File: config.mk
export PLATFORM = sky130hd
export DESIGN_NAME = onn_pattern_loader
export DESIGN_NICKNAME = d
export VERILOG_FILES = /design/src/rtl/onn_pattern_loader.sv
export SDC_FILE = /design/constraint.sdc
export NUM_CORES = 1
export LEC_CHECK = 0
export BUFFER_PORTS_ARGS = -buffer_cell sky130_fd_sc_hd__buf_2
export CORE_ASPECT_RATIO = 1.75
export CORE_MARGIN = 1
export CORE_UTILIZATION = 45
export CTS_CLUSTER_DIAMETER = 120
export CTS_CLUSTER_SIZE = 20
export DETAILED_ROUTE_END_ITERATION = 7
export PLACE_DENSITY = 0.73
export SKIP_LAST_GASP = 1
export SLEW_MARGIN = 20
export SYNTH_ARGS = -nofsm -noshare
export SYNTH_HDL_FRONTEND = slang
export SYNTH_SLANG_ARGS = --single-unit
File: constraint.sdc
create_clock -name sclk -period 2.04 [get_ports sclk]
set_input_delay 0.102 -clock sclk [delete_from_list [all_inputs] [get_ports sclk]]
set_output_delay 0.102 -clock sclk [all_outputs]
set_load 0.005 [all_outputs]
File: src/rtl/onn_pattern_loader.sv
// Streams a stored (optionally noise-masked) binary pattern into the ONN input shift chain
// as a valid/ready beat stream, LANES bits per beat.
module onn_pattern_loader #(
  parameter int N_BITS    = 60,
  parameter int N_IMG     = 8,
  parameter int IMG_W     = (N_IMG > 1) ? $clog2(N_IMG) : 1,
  parameter int LANES     = 1,
  parameter int MSB_FIRST = 1,
  parameter logic [N_IMG*N_BITS-1:0] PATTERNS = '0
) (
  input  logic              sclk,
  input  logic              rst_n,
  input  logic [IMG_W-1:0]  img_no,
  input  logic [N_BITS-1:0] noise_mask,
  input  logic              re,
  input  logic              start,
  input  logic              ready,
  output logic [LANES-1:0]  data_out,
  output logic              load,
  output logic              busy,
  output logic              done,
  output logic              err
);

  localparam int NBEATS = N_BITS / LANES;
  localparam int CW     = $clog2(NBEATS + 1);

  generate
    if ((N_BITS % LANES) != 0) begin : g_lane_check
      $error("onn_pattern_loader: N_BITS must be a multiple of LANES");
    end
  endgenerate

  typedef enum logic [1:0] {IDLE, ARMED, SHIFT} state_t;

  state_t            state, state_n;
  logic [N_BITS-1:0] shreg, shreg_n;
  logic [CW-1:0]     cnt, cnt_n;
  logic              done_n, err_n;

  logic [N_BITS-1:0] rom_word, loaded, reversed, stream_word;
  logic              img_bad, accept, last_beat;

  // The shift register always holds the pattern in stream order (earliest bit at the top),
  // so LSB-first streaming is just a bit reversal at load time.
  always_comb begin
    rom_word = '0;
    for (int i = 0; i < N_IMG; i++) begin
      if (32'(img_no) == 32'(i)) rom_word = PATTERNS[i*N_BITS +: N_BITS];
    end
    img_bad = (32'(img_no) >= 32'(N_IMG));
    loaded  = rom_word ^ noise_mask;
    reversed = '0;
    for (int i = 0; i < N_BITS; i++) reversed[i] = loaded[N_BITS-1-i];
    stream_word = (MSB_FIRST != 0) ? loaded : reversed;
  end

  assign load      = (state == SHIFT) && start;
  assign busy      = (state != IDLE);
  assign data_out  = load ? shreg[N_BITS-1 -: LANES] : '0;
  assign accept    = load && ready && !re;
  assign last_beat = (cnt == CW'(NBEATS - 1));

  always_ff @(posedge sclk or negedge rst_n) begin
    if (!rst_n) begin
      state <= IDLE;
      shreg <= '0;
      cnt   <= '0;
      done  <= 1'b0;
      err   <= 1'b0;
    end else begin
      state <= state_n;
      shreg <= shreg_n;
      cnt   <= cnt_n;
      done  <= done_n;
      err   <= err_n;
    end
  end

  // A new request overrides everything, including a stream in progress.
  always_comb begin
    state_n = state;
    shreg_n = shreg;
    cnt_n   = cnt;
    done_n  = 1'b0;
    err_n   = err;
    if (re) begin
      shreg_n = stream_word;
      cnt_n   = '0;
      state_n = ARMED;
      err_n   = img_bad;
    end else begin
      case (state)
        ARMED: if (start) state_n = SHIFT;
        SHIFT: begin
          if (accept) begin
            shreg_n = shreg << LANES;
            cnt_n   = cnt + CW'(1);
            if (last_beat) begin
              state_n = IDLE;
              done_n  = 1'b1;
            end
          end
        end
        default: state_n = state;
      endcase
    end
  end

endmodule

**After elaboration in Yosys (flattened, before gate mapping)**

Cells that the tools add are included.

- Eq/ne operators: 6
- Shift operators: 0
- Bitwise logic cells: 0
- Div/mod/pow operators: 0
- Muxes and demuxes: 16
- $lt $le $gt $ge: 0
- Add/sub/neg operators: 1
- Reductions and logical operators: 10
- Multiply operators: 0

Operators by type and width:

| operator | count |
|---|---|
| 60-bit 2-to-1 mux | 3 |
| 6-bit 2-to-1 mux | 3 |
| 3-bit != test (second input constant) | 3 |
| 2-bit 2-to-1 mux | 4 |
| 6-bit by 1-bit adder with 6-bit output (second input constant) | 1 |
| 6-bit equality test (second input constant) | 1 |
| 2-bit nonzero test | 3 |
| 1-bit 2-to-1 mux | 5 |
| 2-bit one-hot mux with 2 select lines | 1 |
| 4-bit AND reduction | 1 |
| 1-bit logical AND | 3 |
| 3-bit nonzero test | 1 |
| 2-bit by 1-bit equality test with 1-bit output (second input constant) | 1 |
| 2-bit equality test (second input constant) | 1 |
| 2-bit AND reduction | 1 |
| 1-bit logical NOT | 1 |

- Latch bits: 0
- Output and inout port bits: 5
- Flip-flop bits (word level): 69
- Input bits: 68
- Memory bits (writable): 0
- Memories: 0
- Logic and storage cells: 37
- Bits in read-only memories: 0

**Depth between registers and ports, before layout**

Gate-level depths: netlist of the first run.

- Depth after elaboration: 7
- Gate-level depth with buffers: 5
- Depth with buffers taken out: 4

**Worst setup path before layout of the first run**

Ideal clock, no wire load.

- Path type: register to register
- Start point: reg state[0]
- End point: reg cnt[4]
- Buffers on the path: 1
- Slack: 642 ps
- Arrival time: 1,320 ps
- Data required time: 1,962 ps
- Library setup time: 78 ps
- Stages on the path, launching flop included: 5
- Path through: dfrtp_1 -> nand4b_1 -> buf_2 -> or4_1 -> a21oi_1

- Word-level cells in the longest chain between the ends: 6
- Elaborated cells on any way between the ends: 7

RTL lines:

| item | line | text |
|---|---|---|
| start, declared | 36 | `state_t state, state_n;` |
| start signal, assigned | 72 | `state <= state_n;` |
| 2-bit equality test (*) | 58, 93 |  |
| 1-bit logical AND | 58 | `assign load = (state == SHIFT) && start;` |
| 1-bit logical AND (2 in a row) | 61 | `assign accept = load && ready && !re;` |
| 2-bit nonzero test (no line) | -- |  |
| 2-bit AND reduction (no line) (*) | -- |  |
| end signal, assigned | 74 | `cnt <= cnt_n;` |
| end, declared | 38 | `logic [CW-1:0] cnt, cnt_n;` |

Mark *: on every way between the ends. The rest lies on a longest branch, timed or not.
A chain may end at the register's enable or synchronous reset.

**Worst setup path after layout of the first run**

- Start point: reg state[0]
- End point: reg shreg[47]

- Word-level cells in the longest chain between the ends: 6
- Elaborated cells on any way between the ends: 7

RTL lines:

| item | line | text |
|---|---|---|
| 2-bit equality test (*) | 58, 93 |  |
| 1-bit logical AND | 58 |  |
| 1-bit logical AND (2 in a row) | 61 |  |
| 2-bit nonzero test (no line) | -- |  |
| 2-bit AND reduction (no line) (*) | -- |  |
| end signal, assigned | 73 | `shreg <= shreg_n;` |
| end, declared | 37 | `logic [N_BITS-1:0] shreg, shreg_n;` |

Marks and branches as above.

==> qor.yml, run 1 <==
status: "finished, final reports clean"
synth_seq_area_share_pct: 53.8
layout_common_cells: "dfrtp_1 (69), buf_2 (67), nand2_1 (65)"
grt_pass1_vias: 2647
row_count: 40
dp.cells: 446
syn_area_um2: 3210
power_density_nw_per_um2: 798
htree_levels: 3
ir_worst_vdd_mv: 0.621
clock-sinks: 69
gp_congestion: 0.767
finalHoldViolCount: 0
fin_nets: 489
relSlewSlack_pct: 57.5
ctsLongestPathBuffers: 2
cts-root-buf: "clkbuf_16"
io_buffers: 68
clock_skew_ns: 0.00592
cts_hold_buffers: 46
drt_iter0_markers: 75
die_x_um: 65.8
finalMaxSlewViolations: 0
cts_setup_buffers: 0
fin_setup_tns_ns: 0
place_hpwl_um: 4080
clk_pin_slew_ns: 0.05
final_cells: 509
start_util_pct: 46.8
grt_max_degree: 56
fin_crit_ns: 1.58
finalSetupViolCount: 0
io_pins: 73
die_area_um2: 7480
dr.pass1.iters: 4
cts_buffers: 9
wl_met3_um: 215
mostFrequentLayoutCell: "dfrtp_1"
max_freq_mhz: 635
vias: 2581
start_kind: "flip-flop"
antenna_cells: 0
synth_flop_cell: "dfrtp_1"
ys_seq_elements: 69
final_layout_size_suffix_gt1_share_pct: 22.4
path_class: "flip-flop to flip-flop"
fin_util_pct: 64.0
critical_path_arrival_ns: 1.75
worstHoldPathType: "primary input to flip-flop"
syn_nets: 378
r2r_slack_ns: 0.46
grt_setup_unrepaired: "no"
ant_nets: 0
grt_pass1_wl_um: 11600
avgSynthCellArea_um2: 10.4
drv_cap: 0
cts_tree: "built"
die_y_um: 114
wl_per_cell_um: 13.3
core-area_um2: 6860
antenna_found_initial: 0
yosys_warnings: 0
worstMarginPinSlew_ns: 0.637
synthArstFlopShare_pct: 100
p_leak_nw: 1.90
syn_to_final_growth_pct: 36.9
overflow: 0
synthCells: 309
synth_enable_flop_cells: 0
totalWireLength_um: 6780
met2_length_um: 3650
crit_path_max_fanout: 45
period_share_pct: 77.2
cp.required_ns: 2.21
wirelength_met1_um: 2810
clock_latency_ns: 0.32
ctsResizeCount: 0
grt_usage_pct: 20.5
routed_via_density: 5.07
ys_types: 30
drc: 0
cp-end-kind: "flip-flop"
dr.max_layer_used: "met4"
==> state kept, by name, summed over array words and instances, names as in the netlist <==
signal  count
shreg      60
cnt         6
state       2
done        1
==> power by group <==
part           switching [mW]  internal [mW]
logic                   0.177          0.206
registers              0.0680           1.48
clock network           0.555           1.01
total                   0.800           2.70
==> cell families (layout without fill, tap and decap cells) <==
family	after synthesis	after routing	share of synthesized area (%)
buffers and inverters	24	140	4.33
AOI/OAI and AO/OA	71	71	11.3
and+or+nand+nor	83	83	11.3
DFF	69	69	53.8
adders and majority gates	1	1	0.390
other	1	1	0.117
xor gates and xnor gates	1	1	0.273
muxes	59	59	18.4
==> layout make-up <==
class,instances,area (um^2)
sequential,69,1730
inverter,1,3.75
timing repair buffer,123,898
clock buffer,11,253
multi-input combinational,216,1350
fill,543,2470
clock inverter,5,58.8
tap,84,105
==> critical path: stages, from the launching register on <==
cell and delay, ns:
dfrtp_1 0.41, and4b_4 0.36, buf_12 0.27, mux2i_1 0.23, o21ai_0 0.11
==> layer usage <==
layer  track usage (%)  vias to the layer above
met5                 0                        -
met2              34.8                       62
li1                  -                     1291
met4              8.41                        0
met3              5.30                        8
met1              23.9                     1220
==> per-stage QoR <==
stage | cell area, um^2 | worst slack [ns] | hold slack [ns] | power [mW]
after floorplan | 3210 | 0.642 | -0.194 | 1.74
after global placement | 3610 | 0.510 | 0.152 | 1.87
after detailed placement | 3610 | 0.484 | 0.152 | 1.89
after CTS | 4380 | 0.456 | 0.000249 | 3.54
after global routing | 4390 | 0.369 | 0.00281 | 3.68
final | 4390 | 0.465 | 0.00209 | 3.50
==> worst paths after layout <==
check	startpoint	end	depth (start not counted)
hold / removal	noise_mask[42]	shreg[42]	3
max in group asynchronous	rst_n	shreg[55]	3
setup / recovery	state[0]	shreg[47]	4
min in group asynchronous	rst_n	shreg[8]	2
setup reg to reg	state[0]	shreg[47]	4
hold reg to reg	shreg[0]	shreg[0]	2
==> Yosys cell counts (2+ instances only) <==
| master | n | area share (%) |
|---|---|---|
| nand2_1 | 65 | 7.6 |
| or3_1 | 2 | 0.39 |
| o21ai_0 | 37 | 5.8 |
| o21ai_1 | 25 | 3.9 |
| dfrtp_1 | 69 | 54 |
| buf_4 | 4 | 0.94 |
| mux2i_1 | 59 | 18 |
| o31ai_1 | 2 | 0.47 |
| clkbuf_1 | 11 | 1.3 |
| buf_6 | 4 | 1.4 |
| nor2_1 | 3 | 0.35 |
| and2_1 | 2 | 0.39 |
| buf_2 | 3 | 0.47 |
| a21oi_1 | 6 | 0.94 |
| or4_1 | 2 | 0.47 |
Note: power is estimated with default switching activity, not from simulation.
==> run 2, diff against run 1 <==
- PLACE_DENSITY: 0.73 -> 0.76
- clock period: 2.04 -> 1.4 ns (I/O delays scaled with it)
==> qor.yml, run 2 (same netlist as run 1, synthesis figures left out) <==
fin_crit_ns: 1.57  # -0.00983 ns
fin_util_pct: 69.8  # +5.8 points
drv_cap: 0  # unchanged
crit_path_max_fanout: 7  # -84%
clock_latency_ns: 0.33  # about the same
io_buffers: 68  # unchanged
clock_power_share_pct: 43.9  # -0.8 points
routed_via_density: 5.19  # +2.4%
grt_setup_unrepaired: "yes"
clk_pin_slew_ns: 0.06  # about the same
die_y_um: 114  # unchanged
grt_pass1_wl_um: 12300  # +6.0%
total_power_mw: 5.21  # +49%
clock_skew_ns: 0.00569  # -0.000238 ns
pwr-share-seq_pct: 43.5  # -0.8 points
vias: 2778  # +7.6%
totalWireLength_um: 8290  # +22%
core-area_um2: 6860  # unchanged
cp-end-kind: "flip-flop"
worstHoldPathType: "primary input to flip-flop"
cp.required_ns: 1.59  # -0.62 ns
overflow: 0  # unchanged
die_x_um: 65.8  # unchanged
row_count: 40  # unchanged
start_kind: "flip-flop"
syn_to_final_growth_pct: 49.2
start_util_pct: 46.8  # unchanged
internal_power_mw: 3.99  # +48%
path_class: "flip-flop to flip-flop"
drt_iter0_markers: 149  # +99%
layout_common_cells: "dfrtp_1 (68), buf_2 (67), nand2_1 (65)"
ctsLongestPathBuffers: 2  # unchanged
top_regs: "shreg (60), cnt (6), state (2)"
ir_worst_vdd_mv: 0.986  # +59%
antenna_found_initial: 0  # unchanged
dp.cells: 450  # +0.90%
cts_buffers: 9  # unchanged
largest_reg_flops: 60  # unchanged
p_leak_nw: 2.07  # +8.7%
critPathSlowestCell: "and4b_4"
violations: "negative setup slack"
critical_path_arrival_ns: 1.76  # about the same
switching_share_pct: 23.4  # +0.56 points
die_area_um2: 7480  # unchanged
max_freq_mhz: 639  # +0.63%
nFillCells: 458  # -16%
status: "complete, but fails checks"
grt_usage_pct: 22.1  # +1.7 points
regMostFlops: "shreg"
crit_buf_inv: 1  # unchanged
crit_chain: "and4b_4 > buf_12 > mux2i_1 > o21ai_0"
finalSetupViolCount: 59  # +59
final_cells: 535  # +5.1%
finalMaxSlewViolations: 0  # unchanged
drc: 0  # unchanged
dr.pass1.iters: 5  # +1
grt_pass1_vias: 2791  # +5.4%
gp_congestion: 0.748  # -2.5%
finalHoldViolCount: 0  # unchanged
critPathTopFamily: "simple AND/OR/NAND/NOR gates"
power_switching_mw: 1.22  # +52%
clock-sinks: 69  # unchanged
htree_levels: 3  # unchanged
period_share_pct: 112  # +35 points
io_pins: 73  # unchanged
place_hpwl_um: 4200  # +3.1%
fin_ws_ns: -0.166  # -0.630 ns
wl_per_cell_um: 15.5  # +16%
max_stage_delay_ns: 0.47  # +0.06 ns
ant_nets: 0  # unchanged
mostFrequentLayoutCell: "dfrtp_1"
power_density_nw_per_um2: 1090  # +36%
grt_max_degree: 47  # -16%
cts_tree: "built"
final_layout_size_suffix_gt1_share_pct: 25.1  # +2.7 points
comb_power_share_pct: 12.6  # +1.7 points
antenna_cells: 0  # unchanged
cts-root-buf: "clkbuf_16"
fin_nets: 516  # +5.5%
-- run 2: cell count changes in the layout (fill, tap and decap cells not counted), sizes merged --
cell / before / now
clkinv: 2 / 0
and4b: 2 / 3
dlygate4sd3: 47 / 61
buf: 76 / 84
clkbuf: 11 / 16
-- run 2: power by group through the flow --
stage	Combinational [mW]	Clock (mW)	Sequential [mW]
finish	0.655	2.29	2.27
global route	0.728	2.42	2.29
CTS	0.615	2.31	2.26
detailed placement	0.480	0	2.29
global placement	0.464	0	2.28
floorplan	0.271	0	2.26
-- run 2: final timing paths --
path,startpoint,end,slack [ns],cells after the start
worst min-delay path,start,state[0],0.09,3
min in group asynchronous,rst_n,shreg[21],0.18,2
worst max-delay path,state[0],shreg[3],-0.17,4
max in group asynchronous,rst_n,shreg[43],0.73,3
worst min register to register,state[0],state[0],0.53,1
worst max register to register,state[0],shreg[3],-0.17,4
-- run 2: per-layer routing --
layer	up-vias	routed length (um)	GRT usage [%]
li1	1343	-	-
met1	1319	3220	24.7
met2	94	4530	37.0
met3	22	303	4.70
met4	0	232	14.5
met5	-	0	0
-- run 2: area by class of cell --
class	instances	area (um^2)	area share (%)
clock buffer	12	256	5.36
sequential	69	1730	36.1
clock inverter	3	45.0	0.941
timing repair buffer	149	1270	26.5
multi-input combinational	217	1380	28.9
inverter	1	3.75	0.0784
tap	84	105	2.20
-- run 2: what timing repair did --
action / CTS / global route
setup endpoints to repair: 58 / 67
hold buffers: 61 / 0
buffers inserted: 2 / 0
pin swaps: 5 / 3
resized for setup: 1 / 25
gates cloned: 0 / 7
hold endpoints to repair: 129 / 0
-- run 2: worst min-delay path, cell delays in order --
cell and delay [ns]:
buf_2 0.13, nand2b_1 0.07, a21o_2 0.11
-- run 2: metrics by stage --
| step | area, um^2 | worst slack, ns | TNS [ns] | hold slack (ns) |
|---|---|---|---|---|
| 2_1_floorplan | 3210 | 0.00151 | 0 | -0.226 |
| 3_3_place_gp | 3690 | -0.0461 | -0.456 | 0.00348 |
| 3_5_place_dp | 3690 | -0.0703 | -1.84 | 0.000499 |
| 4_1_cts | 4620 | -0.0743 | -2.33 | 0.0773 |
| 5_1_grt | 4790 | -0.254 | -8.40 | 0.116 |
| 6_report | 4790 | -0.166 | -3.65 | 0.0900 |
==> run 3, diff against run 2 <==
- CELL_PAD_IN_SITES_DETAIL_PLACEMENT: default -> 1
- CELL_PAD_IN_SITES_GLOBAL_PLACEMENT: default -> 2
- CORE_UTILIZATION: 45 -> 30
- PLACE_DENSITY: 0.76 -> 0.8
- REMOVE_ABC_BUFFERS: default -> 1
==> qor.yml, run 3 (same netlist as run 1, synthesis figures left out) <==
mostFrequentLayoutCell: "dfrtp_1"
fin_nets: 511  # -0.97%
clock_skew_ns: 0.00409  # -0.00160 ns
placed_area_um2: 3730  # +1.3%
p_leak_nw: 2.01  # -3.1%
crit_path_max_fanout: 25  # +18
dr.pass1.iters: 4  # -1
die_y_um: 139  # +22%
ir_worst_vdd_mv: 0.690  # -30%
gp_congestion: 0.719  # -3.9%
cts-root-buf: "clkbuf_16"
vias: 2704  # -2.7%
path_class: "flip-flop to flip-flop"
max_freq_mhz: 678  # +6.2%
critPathLaunch: "state[0]"
critPathSlowestCell: "and4b_4"
cp-end-kind: "flip-flop"
row_count: 49  # +23%
rr_worst_depth: 4  # unchanged
critPathTopFamily: "simple AND/OR/NAND/NOR gates"
htree_levels: 3  # unchanged
period_share_pct: 105  # -6.5 points
critical_path_arrival_ns: 1.68  # -0.08 ns
place_hpwl_um: 5150  # +23%
ctsLongestPathBuffers: 2  # unchanged
io_buffers: 68  # unchanged
status: "complete, but fails checks"
start_util_pct: 31.0  # -16 points
antenna_cells: 0  # unchanged
crit_buf_inv: 1  # unchanged
totalWireLength_um: 7970  # -3.8%
timing.rr.end: "shreg[10]"
worstHoldPathType: "primary input to flip-flop"
wl_per_cell_um: 13.9  # -10%
start_kind: "flip-flop"
grt_pass1_vias: 2890  # +3.5%
io_pins: 73  # unchanged
violations: "negative setup slack"
syn_to_final_growth_pct: 45.7
overflow: 0  # unchanged
cp.required_ns: 1.60  # about the same
final_area_um2: 4680  # -2.3%
dp.cells: 492  # +9.3%
cts_tree: "built"
layout_common_cells: "dfrtp_1 (69), buf_2 (66), nand2_1 (65)"
fin_setup_tns_ns: -2.30  # +1.35 ns
largest_reg_flops: 60  # unchanged
cp.depth: 4  # unchanged
die_x_um: 80.2  # +22%
regMostFlops: "shreg"
ant_nets: 0  # unchanged
r2r_slack_ns: -0.07  # +0.09 ns
routed_via_density: 4.72  # -9.1%
die_area_um2: 11100  # +49%
drc: 0  # unchanged
fin_ws_ns: -0.0741  # +0.0914 ns
finalMaxSlewViolations: 0  # unchanged
finalHoldViolCount: 0  # unchanged
clock_latency_ns: 0.32  # about the same
fin_util_pct: 45.1  # -25 points
pre_cts_slack_ns: -0.111  # -0.0403 ns
final_layout_size_suffix_gt1_share_pct: 23.3  # -1.7 points
antenna_found_initial: 0  # unchanged
crit_path_end: "shreg[10]"
top_regs: "shreg (60), cnt (6), state (2)"
finalSetupViolCount: 60  # +1.7%
fin_crit_ns: 1.47  # -0.0914 ns
rr_startpoint: "state[0]"
clock-sinks: 69  # unchanged
clk_pin_slew_ns: 0.05  # about the same
power_density_nw_per_um2: 1050  # -3.8%
final_cells: 573  # +7.1%
cts_buffers: 9  # unchanged
drv_cap: 0  # unchanged
core-area_um2: 10400  # +51%
grt_usage_pct: 15.6  # -6.5 points
grt_setup_unrepaired: "yes"
grt_max_degree: 70  # +49%
crit_chain: "and4b_4 > buf_12 > mux2i_1 > o21ai_1"
grt_pass1_wl_um: 13400  # +9.2%
drt_iter0_markers: 111  # -26%
max_stage_delay_ns: 0.41  # -0.06 ns
run 3: report_power, final:
part	switching [mW]	internal (mW)
sequential	0.0971	2.16
combinational	0.275	0.351
clock	0.777	1.23
total	1.15	3.75
run 3: worst reg2reg max path, stage by stage (launching register included):
cell	delay (ns)
dfrtp_1	0.40
and4b_4	0.41
buf_12	0.22
mux2i_1	0.24
o21ai_1	0.08
run 3: metal layers:
metal  vias to the layer above  wire length (um)  global-route usage [%]
met4                         0               146                    6.20
li1                       1330                 -                       -
met5                         -                 0                       0
met1                      1332              3080                    17.9
met2                        35              4550                    27.8
met3                         7               187                    2.96
run 3: layout make-up:
| cell class | instances | area [um^2] |
|---|---|---|
| flip-flops and latches | 69 | 1730 |
| well taps | 127 | 159 |
| inverters | 1 | 3.75 |
| clock buffers | 13 | 250 |
| multi-input cells | 216 | 1370 |
| repair buffers | 145 | 1160 |
| fillers | 1184 | 5690 |
| clock inverters | 2 | 10.0 |
run 3: worst min-delay path by stage:
stage / from / end / slack (ns) / cells after the start
finish: start / state[0] / 0.11 / 3
global route: start / state[0] / 0.12 / 3
CTS: start / state[0] / 0.1 / 3
detailed placement: rst_n / shreg[45] / 0.12 / 2
global placement: rst_n / shreg[45] / 0.12 / 2
floorplan: rst_n / cnt[0] / -0.23 / 0
run 3: what timing repair did:
action / 4_1_cts / 5_1_grt
gates cloned: 0 / 0
endpoints found under the setup margin: 63 / 66
hold buffers: 61 / 0
resized for setup: 0 / 9
endpoints found under the hold margin: 129 / 0
buffers inserted: 3 / 2
pin swaps: 4 / 1
run 3: through the flow:
step | power [mW] | hold slack [ns]
after detailed placement | 2.78 | 0.125
after global placement | 2.75 | 0.120
final | 4.90 | 0.107
after global routing | 5.11 | 0.120
after floorplan | 2.48 | -0.226
after CTS | 4.96 | 0.0954
